[src/rtl/reg_alu_datapath.sv]
// Register file plus two-stage ALU pipeline (READ latches operands, EXEC computes the result).
// A side-band load port can preload registers; loads win over write-back on the same address.
module reg_alu_datapath #(
    parameter int WIDTH = 16,
    parameter int AW    = 3
) (
    input  logic             clk,
    input  logic             rst_n,
    input  logic [AW-1:0]    addr1,
    input  logic [AW-1:0]    addr2,
    input  logic             rd,
    input  logic [2:0]       alu_ctrl,
    input  logic [AW-1:0]    wr_addr,
    input  logic             wr,
    input  logic             ld_en,
    input  logic [AW-1:0]    ld_addr,
    input  logic [WIDTH-1:0] ld_data,
    output logic [WIDTH-1:0] rd_data1,
    output logic [WIDTH-1:0] rd_data2,
    output logic [WIDTH-1:0] result,
    output logic             res_valid,
    output logic             cy,
    output logic             zero
);
    localparam int DEPTH = 1 << AW;

    logic [WIDTH-1:0] r_regs [DEPTH];
    logic [WIDTH-1:0] r_rd_data1, r_rd_data2, r_result;
    logic [2:0]       r_op;
    logic             r_exec_pend, r_res_valid, r_cy, r_zero;

    logic             w_wr_eff;
    logic [WIDTH-1:0] w_op_a, w_op_b, w_alu_res;
    logic             w_alu_cy;

    // Strobes are single-cycle and unconditionally accepted; there is no back-pressure.
    assign w_wr_eff = wr && !(ld_en && (ld_addr == wr_addr));

    // Operand reads see the value being written on the same edge.
    always_comb begin
        w_op_a = r_regs[addr1];
        if (ld_en && (ld_addr == addr1))
            w_op_a = ld_data;
        else if (w_wr_eff && (wr_addr == addr1))
            w_op_a = r_result;
        w_op_b = r_regs[addr2];
        if (ld_en && (ld_addr == addr2))
            w_op_b = ld_data;
        else if (w_wr_eff && (wr_addr == addr2))
            w_op_b = r_result;
    end

    always_comb begin
        w_alu_res = '0;
        w_alu_cy  = 1'b0;
        case (r_op)
            3'b000: {w_alu_cy, w_alu_res} = {1'b0, r_rd_data1} + {1'b0, r_rd_data2};
            3'b001: {w_alu_cy, w_alu_res} = {1'b0, r_rd_data1} - {1'b0, r_rd_data2};
            3'b010: w_alu_res = r_rd_data1 & r_rd_data2;
            3'b011: w_alu_res = r_rd_data1 | r_rd_data2;
            3'b100: w_alu_res = r_rd_data1 ^ r_rd_data2;
            3'b101: w_alu_res = ~r_rd_data1;
            3'b110: {w_alu_cy, w_alu_res} = {r_rd_data1, 1'b0};
            default: w_alu_res = r_rd_data2;
        endcase
    end

    always_ff @(posedge clk or negedge rst_n) begin
        if (!rst_n) begin
            for (int i = 0; i < DEPTH; i++)
                r_regs[i] <= '0;
        end else begin
            if (w_wr_eff)
                r_regs[wr_addr] <= r_result;
            if (ld_en)
                r_regs[ld_addr] <= ld_data;
        end
    end

    always_ff @(posedge clk or negedge rst_n) begin
        if (!rst_n) begin
            r_rd_data1  <= '0;
            r_rd_data2  <= '0;
            r_op        <= '0;
            r_exec_pend <= 1'b0;
            r_result    <= '0;
            r_res_valid <= 1'b0;
            r_cy        <= 1'b0;
            r_zero      <= 1'b0;
        end else begin
            if (rd) begin
                r_rd_data1 <= w_op_a;
                r_rd_data2 <= w_op_b;
                r_op       <= alu_ctrl;
            end
            r_exec_pend <= rd;
            // A result computed on this edge is newer than the one being written back.
            if (r_exec_pend) begin
                r_result    <= w_alu_res;
                r_cy        <= w_alu_cy;
                r_zero      <= (w_alu_res == '0);
                r_res_valid <= 1'b1;
            end else if (wr) begin
                r_res_valid <= 1'b0;
            end
        end
    end

    assign rd_data1  = r_rd_data1;
    assign rd_data2  = r_rd_data2;
    assign result    = r_result;
    assign res_valid = r_res_valid;
    assign cy        = r_cy;
    assign zero      = r_zero;
endmodule

[config.mk]
export PLATFORM = sky130hd
export DESIGN_NAME = reg_alu_datapath
export DESIGN_NICKNAME = d
export VERILOG_FILES = /design/src/rtl/reg_alu_datapath.sv
export SDC_FILE = /design/constraint.sdc
export NUM_CORES = 1
export LEC_CHECK = 0
export BUFFER_PORTS_ARGS = -buffer_cell sky130_fd_sc_hd__buf_2
export CAP_MARGIN = 40
export CORE_MARGIN = 2
export CORE_UTILIZATION = 40
export DETAILED_ROUTE_END_ITERATION = 8
export GPL_TIMING_DRIVEN = 0
export PLACE_DENSITY = 0.54
export SETUP_SLACK_MARGIN = 0.2
export SLEW_MARGIN = 0
export SYNTH_ARGS = -nofsm -noshare
export SYNTH_HDL_FRONTEND = slang
export SYNTH_SLANG_ARGS = --single-unit
[constraint.sdc]
create_clock -name clk -period 4.8 [get_ports clk]
set_clock_uncertainty 0.15 [all_clocks]
set_input_delay 0.72 -clock clk [delete_from_list [all_inputs] [get_ports clk]]
set_output_delay 0.72 -clock clk [all_outputs]
set_load 0.01 [all_outputs]
==> impl_metrics.yaml <==
grt:
  antenna_found_initial: 0
  grt_max_degree: 107
  grt_overflow: 0
  grt_pass1_wl_um: 74900
  gr-usage-all-layers_pct: 27.6
  grt_pass1_vias: 12019
synthesis:
  netlist_instances: 1516
  synth_top_area_share_pct: 33.2
  synthArstFlopShare_pct: 100
  synth_common_cells: "nor2_1 (196), dfrtp_1 (183), a21oi_1 (181)"
  ys_seq_elements: 183
  synth_edf_count: 0
  yosysTopAreaCell: "dfrtp_1"
  ys.flop_type: "dfrtp_1"
  yosysSeqAreaShare_pct: 33.2
  ys_warn_count: 0
  yosysMostFrequentCell: "nor2_1"
  avgSynthCellArea_um2: 9.11
  synth_fp_nets: 1606
  yosysUniqueCellTypes: 83
  syn-cell-area_mm2: 0.0138
  synth_area_leaders: "dfrtp_1 (33%), mux2i_1 (11%), mux4_2 (11%)"
route:
  post_drt_wl_per_cell_um: 23.7
  finalWirelength_um: 49000
  drc: 0
  vias: 12070
  first_pass_iters: 5
  via_per_inst: 5.84
  ant_nets: 0
  drt_iter0_drc: 955
pwr:
  powerDensity_mw_per_mm2: 538
  ir_drop_v: 0.000294
  p_leak_nw: 6.46
finish:
  layout.nets: 1690
  seq_area_mm2: 0.00458
  finish.utilization_pct: 44.8
  multi_input_area_mm2: 0.00841
  n_fill_cell: 3463
  syn_to_final_growth_pct: 11.2
  n_antenna_cell: 0
  finalNonFillerCells: 2068
  drive_above_1_share_pct: 14.3
outcome:
  run_status: "complete, no violations"
hold_path:
  hp-class: "input port to async pin"
placement:
  globalplace.congestion: 0.955
  port_buffers: 62
  placed_cells: 2036
  place_ws_ns: 1.17
  dp_hpwl_um: 38200
clock_network:
  clkLatencyLatePin_ns: 0.45
  numClockSinks: 183
  cts_hold_buffers: 0
  cts_setup_buffers: 0
  cts_resized: 0
  cts_buffers: 17
  htree_levels: 4
  clkTransAtPathRegs_ns: 0.08
  cts_tree: "yes"
  clk_root_buffer_cell: "clkbuf_16"
  cts.path.max_buffers: 2
critical_path:
  critPathMaxStageDelay_ns: 0.47
  required_ns: 4.98
  cp_slowest_cell: "dfrtp_1"
  path_cells: "ha_1, inv_1, fa_1, and2b_1, o221ai_1, a211oi_2, o221ai_1, a21oi_1, nor2_2, a221o_1, o221a_2, mux2_2"
  crit_type: "register to register"
  critPathMaxFanout: 6
  crit_path_end_kind: "register"
  crit_arrival_ns: 3.90
  start_kind: "register"
  cpMostUsedCell: "o221ai_1"
floorplan:
  die_width_um: 190
  design.core.area_mm2: 0.0343
  floorplan.initialDensity_pct: 40.3
  fp.dieH_um: 190
  dieArea_mm2: 0.0360
  ioPinCount: 87
  rows: 68
sta:
  min_period_ns: 3.71
  setup_ws_ns: 1.09
  max_freq_ghz: 0.269
  rsz0062_at_grt: "no"
  slew_viol_final: 0
  worst_pin_slew_ns: 0.908
  min_period_over_period_pct: 77.4
  slew_headroom_pct: 39.4
  final_hold_viol_count: 0
  final-setup-viol-count: 0
run:
  maxCapViolations: 0
## critical path: cells and delay by family (launching register included)
kind / cells / cell delay, ns
and+or+nand+nor: 2 / 0.36
DFF: 1 / 0.47
muxes: 1 / 0.27
AOI/OAI and AO/OA: 6 / 1.58
buffers and inverters: 1 / 0.07
adders and majority gates: 2 / 0.68
## kinds of logic after synthesis
kind of cell    synth area share, %
xor+xnor                       1.27
simple gates                   13.2
flops                          33.2
mux                            22.6
compound gates                 18.8
fa+ha+maj                      5.00
buf+inv                        5.91
## per-layer routing
layer	global-route usage, %	share of wire, %	vias to the layer above
li1	-	-	5636
met1	36.7	44	6024
met2	48.3	50	362
met3	3.10	4.6	48
met4	6.50	1.7	0
met5	0	0	-
## stage by stage
step           cell area (um2)  hold slack (ns)  total power, mW  TNS [ns]
6_report                 15400            0.109             8.25         0
5_1_grt                  15400            0.152             8.80         0
4_1_cts                  15400            0.132             8.22         0
3_5_place_dp             14700            0.321             6.73         0
3_3_place_gp             14700            0.309             6.64    -66.27
2_1_floorplan            13800            0.274             5.35         0
## cell type report
cell class	count	area share [%]
Sequential cell	183	29.8
Tap cell	455	3.71
Buffer	144	3.92
Timing Repair Buffer	65	2.39
Clock inverter	15	1.18
Multi-Input combinational cell	1132	54.8
Inverter	57	1.39
Clock buffer	17	2.77
## final timing paths
check	from	endpoint	slack (ns)	cells after the start
max	rd_data1[0]	result[14]	1.09	12
min	rst_n	r_regs[7]	0.11	1
max reg2reg	rd_data1[0]	result[14]	1.09	12
min reg2reg	res_valid	res_valid	0.33	1
max in group asynchronous	rst_n	r_regs[48]	3.40	2
min in group clk	rd	r_exec_pend	0.24	1
## sequential cells by signal, indices dropped and copies added (netlist names)
signal / count
r_regs: 128
rd_data1: 16
rd_data2: 16
result: 16
r_op: 3
cy: 1
r_exec_pend: 1
res_valid: 1
zero: 1
## cells in the final DEF, fill, tap and decap left out, types with 9 or more instances in the layout
master	count
mux4_2	66
nand3_1	9
a21oi_1	181
a31oi_1	9
nor3_1	13
inv_1	55
clkbuf_16	17
nor2_1	196
ha_1	52
a211oi_1	41
nand2b_1	14
clkbuf_1	104
xnor2_1	14
o21ai_0	102
nor2b_1	16
buf_2	92
mux2i_1	153
nand2_1	99
mux2_2	9
dfrtp_1	183
## power by group
group          total, mW  internal, mW  switching (mW)
combinational       4.05          1.74            2.32
clock               1.48         0.751           0.726
sequential          2.72          2.09           0.636
Note: power is estimated with default switching activity, not from simulation.
